## config.mk

```make
export PLATFORM = sky130hd
export DESIGN_NAME = sram_access_arbiter
export DESIGN_NICKNAME = d
export VERILOG_FILES = /design/src/rtl/sram_access_arbiter.sv
export SDC_FILE = /design/constraint.sdc
export NUM_CORES = 1
export LEC_CHECK = 0
export ABC_CLOCK_PERIOD_IN_PS = 6740
export BUFFER_PORTS_ARGS = -buffer_cell sky130_fd_sc_hd__buf_2
export CAP_MARGIN = 10
export CORE_MARGIN = 5
export CORE_UTILIZATION = 49
export CTS_CLUSTER_SIZE = 10
export DETAILED_ROUTE_END_ITERATION = 16
export HOLD_SLACK_MARGIN = 0.12
export PLACE_DENSITY_LB_ADDON = 0.3
export SLEW_MARGIN = 20
export SYNTH_ARGS = -nofsm -noshare
export SYNTH_HDL_FRONTEND = slang
export SYNTH_SLANG_ARGS = --single-unit
```

## constraint.sdc

```tcl
create_clock -name iClk12M -period 6.74 [get_ports iClk12M]
set_clock_uncertainty 0.1 [all_clocks]
set_input_delay 0.337 -clock iClk12M [delete_from_list [all_inputs] [get_ports iClk12M]]
set_output_delay 0.337 -clock iClk12M [all_outputs]
set_load 0.02 [all_outputs]
```

## src/rtl/sram_access_arbiter.sv

```systemverilog
// N-channel request/acknowledge arbiter in front of a single-port SRAM.
// Fixed-priority or round-robin grant, burst locking and routed read return.
module sram_access_arbiter #(
  parameter int NUM_CH   = 3,
  parameter int ADDR_W   = 4,
  parameter int DATA_W   = 16,
  parameter int ARB_MODE = 1
) (
  input  logic                       iClk12M,
  input  logic                       iRsn,
  input  logic [NUM_CH-1:0]          iReq,
  input  logic [NUM_CH-1:0]          iWrn,
  input  logic [NUM_CH-1:0]          iLock,
  input  logic [NUM_CH*ADDR_W-1:0]   iAddr,
  input  logic [NUM_CH*DATA_W-1:0]   iWrDt,
  output logic [NUM_CH-1:0]          oAck,
  output logic                       oCsn,
  output logic                       oWrn,
  output logic [ADDR_W-1:0]          oAddr,
  output logic [DATA_W-1:0]          oWrDt,
  input  logic [DATA_W-1:0]          iRdDt,
  output logic [DATA_W-1:0]          oRdDt,
  output logic [NUM_CH-1:0]          oRdVld,
  output logic                       oLocked
);

  localparam int CW = (NUM_CH > 1) ? $clog2(NUM_CH) : 1;

  typedef enum logic {
    S_ARB,
    S_LOCKED
  } state_e;

  state_e state_q, state_d;

  logic [CW-1:0]     ptr_q, ptr_d;
  logic [CW-1:0]     owner_q, owner_d;
  logic [CW-1:0]     gidx, nxt_idx;
  logic [CW:0]       sum, inc;
  logic [NUM_CH-1:0] gnt;
  logic              found, accept;

  logic              csn_q, csn_d;
  logic              wrn_q, wrn_d;
  logic [ADDR_W-1:0] addr_q, addr_d;
  logic [DATA_W-1:0] wrdt_q, wrdt_d;
  logic [NUM_CH-1:0] rd_pend_q, rd_pend_d;
  logic [NUM_CH-1:0] rd_vld_q, rd_vld_d;
  logic [DATA_W-1:0] rddt_q, rddt_d;

  // Cyclic search starting at the pointer (or at 0 for fixed priority).
  always_comb begin
    gnt   = '0;
    gidx  = '0;
    found = 1'b0;
    sum   = '0;
    if (state_q == S_LOCKED) begin
      gidx  = owner_q;
      found = iReq[owner_q];
    end else begin
      for (int i = 0; i < NUM_CH; i++) begin
        sum = (CW+1)'(i);
        if (ARB_MODE != 0) sum = sum + {1'b0, ptr_q};
        if (sum >= (CW+1)'(NUM_CH)) sum = sum - (CW+1)'(NUM_CH);
        if (!found && iReq[sum[CW-1:0]]) begin
          found = 1'b1;
          gidx  = sum[CW-1:0];
        end
      end
    end
    gnt[gidx] = found;
  end

  assign accept  = found;
  assign inc     = {1'b0, gidx} + (CW+1)'(1);
  assign nxt_idx = (inc >= (CW+1)'(NUM_CH)) ? '0 : inc[CW-1:0];

  always_comb begin
    state_d   = state_q;
    ptr_d     = ptr_q;
    owner_d   = owner_q;
    csn_d     = 1'b1;
    wrn_d     = 1'b1;
    addr_d    = addr_q;
    wrdt_d    = wrdt_q;
    rd_pend_d = '0;
    rd_vld_d  = rd_pend_q;
    rddt_d    = (|rd_vld_q) ? iRdDt : rddt_q;
    if (accept) begin
      csn_d  = 1'b0;
      wrn_d  = iWrn[gidx];
      addr_d = iAddr[gidx*ADDR_W +: ADDR_W];
      wrdt_d = iWrDt[gidx*DATA_W +: DATA_W];
      ptr_d  = nxt_idx;
      if (iWrn[gidx]) rd_pend_d = gnt;
    end
    // Dropping the lock releases ownership whether or not a last access rides along.
    unique case (state_q)
      S_ARB: begin
        if (accept && iLock[gidx]) begin
          state_d = S_LOCKED;
          owner_d = gidx;
        end
      end
      S_LOCKED: begin
        if (!iLock[owner_q]) state_d = S_ARB;
      end
      default: state_d = S_ARB;
    endcase
  end

  always_ff @(posedge iClk12M or negedge iRsn) begin
    if (!iRsn) begin
      state_q   <= S_ARB;
      ptr_q     <= '0;
      owner_q   <= '0;
      csn_q     <= 1'b1;
      wrn_q     <= 1'b1;
      addr_q    <= '0;
      wrdt_q    <= '0;
      rd_pend_q <= '0;
      rd_vld_q  <= '0;
      rddt_q    <= '0;
    end else begin
      state_q   <= state_d;
      ptr_q     <= ptr_d;
      owner_q   <= owner_d;
      csn_q     <= csn_d;
      wrn_q     <= wrn_d;
      addr_q    <= addr_d;
      wrdt_q    <= wrdt_d;
      rd_pend_q <= rd_pend_d;
      rd_vld_q  <= rd_vld_d;
      rddt_q    <= rddt_d;
    end
  end

  assign oAck    = iRsn ? gnt : '0;
  assign oCsn    = csn_q;
  assign oWrn    = wrn_q;
  assign oAddr   = addr_q;
  assign oWrDt   = wrdt_q;
  assign oRdVld  = rd_vld_q;
  assign oRdDt   = (|rd_vld_q) ? iRdDt : rddt_q;
  assign oLocked = (state_q == S_LOCKED);

endmodule
```

Word level (Yosys, flattened, before mapping)
Index checks and enable logic that the tools add are counted.
{ "op_classes": {"bitwise": 2, "add_sub_neg": 6, "n_shift": 2, "muxes": 45, "n_reduce_logical": 8, "magnitude_cmp": 10} }
{ "ops": {"columns": ["cell", "n"], "rows": [
  ["$shiftx 48x7->16", 1],
  ["$mux 2", 11],
  ["$mux 1", 18],
  ["$mux 3", 6],
  ["$mux 16", 1],
  ["$lt 2x3->1 const B", 5],
  ["$bmux 1 s2", 7],
  ["$ge 3x2->1 const B", 4],
  ["$shiftx 12x5->4", 1],
  ["$sub 2x2->2 const B", 3],
  ["$logic_and 1x1->1", 4],
  ["$add 1x2->3 const A", 1],
  ["$add 2x1->3 const B", 1],
  ["$add 2x2->3 const A", 1],
  ["$and 3x3->3", 1],
  ["$reduce_or 3->1", 1],
  ["$demux 1 s2", 1],
  ["$ge 2x1->1 const B", 1],
  ["$logic_not 1->1", 2],
  ["$pmux 1 s2", 1],
  ["$reduce_and 2->1", 1],
  ["$not 1->1", 1]
]} }
{ "totals": {"in_bits": 87, "output_inout_bits": 45, "elab_cells": 83, "reg_bits": 49} }

Depth between registers and ports, before layout
{ "depth": {"depth_word": 23, "mapped_depth": 12, "mapped_depth_nobuf": 9} }

Worst setup path after synthesis
OpenSTA, ideal clock, no wires.
{ "synth_timing": {"kind": "reg-to-output", "startpoint": "register ptr_q[0]", "endpoint": "output oAck[1]", "n_path_buf": 2, "arrival_time_ns": 2.466, "setup_slack_ns": 3.837, "required_ns": 6.303, "path_stages_with_launch": 12, "cell_sequence": "dfrtp_1 inv_1 ha_1 a21boi_0 or3b_1 a21oi_2 a21oi_2 inv_2 or2_1 buf_2 buf_6 nor3_1"} }
{ "synth_between": {"elab_chain_cells": 22, "elab_cells_between_ends": 44, "cone_classes": "add/sub: 5; order compare: 5; mux: 28; bitwise: 1; reduce/logical: 5"} }
{ "synth_rtl": {"columns": ["element", "line_no", "text"], "rows": [
  ["from (decl)", "36", "logic [CW-1:0] ptr_q, ptr_d;"],
  ["from (signal assigned)", "126", "ptr_q <= ptr_d;"],
  ["$mux 3", "57", "if (state_q == S_LOCKED) begin"],
  ["$ge 3x2->1 / $sub 2x2->2 (equally long branches)", "64", "if (sum >= (CW+1)'(NUM_CH)) sum = sum - (CW+1)'(NUM_CH);"],
  ["$mux 2", "64", null],
  ["$mux 2", "57", null],
  ["$bmux 1 s2", "65", "if (!found && iReq[sum[CW-1:0]]) begin"],
  ["$mux 1 (not written as such)", "65", null],
  ["$mux 1", "65", null],
  ["$mux 1", "57", null],
  ["(+6 left out)", null, null],
  ["$mux 2", "65", null],
  ["$mux 2", "57", null],
  ["$lt 2x3->1 (not written as such) / $ge 2x1->1 (equally long branches)", "71", "gnt[gidx] = found;"],
  ["$logic_and 1x1->1 (not written as such)", "71", null],
  ["$mux 1 (not written as such)", "71", null],
  ["$demux 1 s2", "71", null],
  ["$and 3x3->3 (no line) (*)", null, null],
  ["$mux 3 (*)", "138", "assign oAck = iRsn ? gnt : '0;"],
  ["to (decl)", "16", "output logic [NUM_CH-1:0] oAck,"]
]} }
Every way passes the cells marked *; elsewhere a longest branch is shown, timed or not. The select of a mux whose other input is x is not followed.

Worst setup path after layout
Same ends and word-level chain as after synthesis.

==> results.json <==
{
  "combined_global_route_utilization_of_all_metal_layers_pct": 19.1,
  "grt_start_max_net_pins": 52,
  "vias_per_cell": 5.15,
  "weighted_congestion_reported_at_the_end_of_routability_driven_placement": 0.847,
  "synthArstFlopShare_pct": 100,
  "die_area_um2": 6640,
  "num_rows": 26,
  "worst-setup-path-type": "register to output pin",
  "antenna_found_initial": 0,
  "crit_path_max_fanout": 24,
  "synth-edff-count": 0,
  "grt_use_met3_pct": 4.61,
  "drt_first_pass_iters": 6,
  "rsz0062_at_grt": "false",
  "cts_inserted_buffers": 5,
  "synth_area_leader_cell": "sky130_fd_sc_hd__dfrtp_1",
  "synth_cells": 227,
  "postRouteAntennaNets": 0,
  "finalInstanceArea_um2": 3310,
  "worst_setup_path_end_kind": "output pin",
  "area_growth_syn_to_layout_pct": 32.3,
  "num_antenna_cells": 0,
  "p_per_area_nw_per_um2": 561,
  "tightest_slew_ns": 1.06,
  "worst-endpoint-required_ns": 6.30,
  "numClockSinks": 49,
  "top_level_ports": 132,
  "design.final.nets": 446,
  "avg_synthesized_cell_area_um2": 11.0,
  "outcome": "completed",
  "dp_slack_ns": 3.18,
  "die_width_um": 81.5,
  "cts.path.max_buffers": 2,
  "remaining_max_slew_budget_at_the_tightest_pin_pct": 28.8,
  "met2_layer_usage_reported_by_global_route_pct": 30.7,
  "finalCriticalPeriod_ns": 3.89,
  "synth.yosys.warnings": 0,
  "min_delay_path_depth": 2,
  "final_max_slew_viol_count": 0,
  "number_of_global_route_vias_before_repair": 2143,
  "initial_utilization_pct": 49.6,
  "syn_nets": 317,
  "synthDominantCellAreaShare_pct": 47.0,
  "timing.critical_path.buf_inv": 3,
  "critPathSlowestCell": "sky130_fd_sc_hd__or2_1",
  "synth_area_um2": 2500,
  "max_h_tree_level": 2,
  "remaining_drc_errors": 0,
  "worst_path_largest_cell_delay_ns": 0.70,
  "ys_ff_latch": 49,
  "synth.lib_cells_used.distinct": 41,
  "fmaxAchievable_mhz": 257,
  "placed_area_um2": 3200,
  "grt_use_met1_pct": 24.6,
  "timing.setup.tns_ns": 0,
  "first_pass_grt_wire_length_um": 9760,
  "worst-endpoint-arrival_ns": 3.45,
  "synthTopCellsByArea": "sky130_fd_sc_hd__dfrtp_1, sky130_fd_sc_hd__mux2i_1, sky130_fd_sc_hd__o221ai_1, sky130_fd_sc_hd__mux2_2, sky130_fd_sc_hd__inv_1",
  "postRouteWirelength_um": 6320,
  "cp_top_family": "simple AND/OR/NAND/NOR gates",
  "hold_path_class": "input port to register",
  "tritoncts": "done",
  "vdd_ir_drop_max_uv": 283,
  "timing.critical_path.cells": "inv_1 -> ha_1 -> a21boi_0 -> or3b_1 -> a21oi_2 -> a21oi_2 -> inv_2 -> or2_1 -> nor3_1 -> buf_2",
  "insertion_delay_of_the_later_clocked_pin_in_the_worst_skew_pair_ns": 0.30,
  "synth_flop_cell": "sky130_fd_sc_hd__dfrtp_1",
  "grt_most_used_layer": "met2",
  "post_cts_buffers": 0,
  "floorplan.core_area_um2": 5040,
  "worst_r2r_path_depth": 9,
  "max-cap-violations": 0,
  "post-dp-hpwl_um": 4850,
  "cts_root_buffer": "sky130_fd_sc_hd__clkbuf_8",
  "timing.final.hold_violations": 0,
  "path_common_cell": "sky130_fd_sc_hd__a21oi_2",
  "final-setup-viol-count": 0,
  "final_min_period_over_clock_period_pct": 57.7,
  "floorplan.die.height_um": 81.5,
  "wl_per_cell_um": 14.8,
  "cts.reportedPaths.clkPinSlew_ns": 0.09,
  "share_of_post_route_cells_with_drive_strength_above_1_pct": 46.8,
  "drt_first_iter_violations": 111,
  "power.leakage_uw": 0.00177,
  "final_core_utilization_pct": 65.7,
  "yosysSeqAreaShare_pct": 49.1,
  "dr_total_vias": 2201,
  "gr-total-overflow": 0,
  "worst_slack_ns": 2.85,
  "worstSetupStartpointType": "register",
  "buffer_ports.inserted": 131,
  "cp_num_cells": 10
}
==> cells by family after synthesis <==
| logic type | share of synthesized area [%] |
|---|---|
| DFF | 49.1 |
| AOI/OAI and AO/OA | 14.1 |
| adders and majority gates | 1.50 |
| and+or+nand+nor | 10.2 |
| buffers and inverters | 7.10 |
| muxes | 18.0 |
==> through the flow <==
step	power, uW	std cells	hold slack (ns)
detailed placement	1690	418	0.237
global route	2000	427	0.161
finish	1860	427	0.173
global placement	1650	418	0.232
CTS	1870	427	0.162
floorplan	1390	227	-0.0586
==> what timing repair did <==
item	in CTS	in global routing
gates resized for setup	0	0
hold buffers	1	0
hold endpoints to repair	47	0
==> per-layer routing <==
layer | vias up | part of all wire [%] | wire [um]
met5 | - | 0 | 0
met3 | 12 | 8.1 | 514
met2 | 94 | 50 | 3140
li1 | 1068 | - | -
met1 | 1027 | 40 | 2560
met4 | 0 | 1.8 | 113
==> report_power, final <==
| group | internal, uW | leakage, uW | switching (uW) | total, uW |
|---|---|---|---|---|
| logic | 453 | 0.00113 | 709 | 1160 |
| registers | 449 | 0.000596 | 67.6 | 517 |
| clock network | 75.7 | 0.0000452 | 103 | 179 |
==> worst reg2reg max path: stages (launching register included) <==
cell and delay [ns]:
sky130_fd_sc_hd__dfrtp_1 0.40, sky130_fd_sc_hd__inv_1 0.10, sky130_fd_sc_hd__ha_1 0.40, sky130_fd_sc_hd__a21boi_0 0.19, sky130_fd_sc_hd__or3b_1 0.41, sky130_fd_sc_hd__a21oi_2 0.19, sky130_fd_sc_hd__a21oi_2 0.12, sky130_fd_sc_hd__inv_2 0.32
sky130_fd_sc_hd__or2_1 0.70, sky130_fd_sc_hd__o221ai_1 0.23
==> final timing paths <==
check / startpoint / end / slack [ns]
worst max-delay path: ptr_q[0]$_DFFE_PN0N_ / oAck[1] / 2.85
worst min-delay path: iRdDt[3] / rddt_q[3]$_DFF_PN0_ / 0.17
worst max register to register: ptr_q[0]$_DFFE_PN0N_ / oWrDt[0]$_DFFE_PN0N_ / 3.41
worst min register to register: rd_pend_q[2]$_DFF_PN0_ / oRdVld[2]$_DFF_PN0_ / 0.26
max in group asynchronous: iRsn / rd_pend_q[2]$_DFF_PN0_ / 5.58
min in group asynchronous: iRsn / rddt_q[15]$_DFF_PN0_ / 0.56
==> sequential cells by signal, summed over array words and instances (netlist names) <==
register,flops
oWrn,1
ptr_q,2
oLocked,1
oAddr,4
oWrDt,16
owner_q,2
rd_pend_q,3
rddt_q,16
oCsn,1
oRdVld,3
==> layout make-up <==
cell class / count / area (um^2)
timing repair buffer: 133 / 673
multi-input combinational: 138 / 1120
clock inverter: 3 / 25.0
clock buffer: 5 / 68.8
tap: 70 / 87.6
fill: 418 / 1730
inverter: 29 / 109
sequential: 49 / 1230
==> cells in the final DEF, fill, tap and decap left out, types with 3 or more instances in the layout <==
| master | synthesis | final |
|---|---|---|
| sky130_fd_sc_hd__buf_2 | 4 | 131 |
| sky130_fd_sc_hd__dfrtp_1 | 47 | 47 |
| sky130_fd_sc_hd__inv_1 | 28 | 28 |
| sky130_fd_sc_hd__nand2_1 | 28 | 28 |
| sky130_fd_sc_hd__mux2i_1 | 26 | 26 |
| sky130_fd_sc_hd__o221ai_1 | 22 | 22 |
| sky130_fd_sc_hd__mux2_2 | 17 | 17 |
| sky130_fd_sc_hd__clkbuf_8 | 0 | 5 |
| sky130_fd_sc_hd__nor3b_1 | 4 | 4 |
| sky130_fd_sc_hd__o211ai_1 | 3 | 3 |
| sky130_fd_sc_hd__o21ai_0 | 3 | 3 |
| sky130_fd_sc_hd__ha_1 | 3 | 3 |
==> cells in the mapped netlist (all sizes together) (4+ instances only) <==
| master | instances |
|---|---|
| dfrtp | 47 |
| inv | 29 |
| nand2 | 28 |
| mux2i | 26 |
| o221ai | 22 |
| mux2 | 17 |
| buf | 8 |
| nor3b | 4 |
No activity file was read; power rests on OpenSTA's default activity.
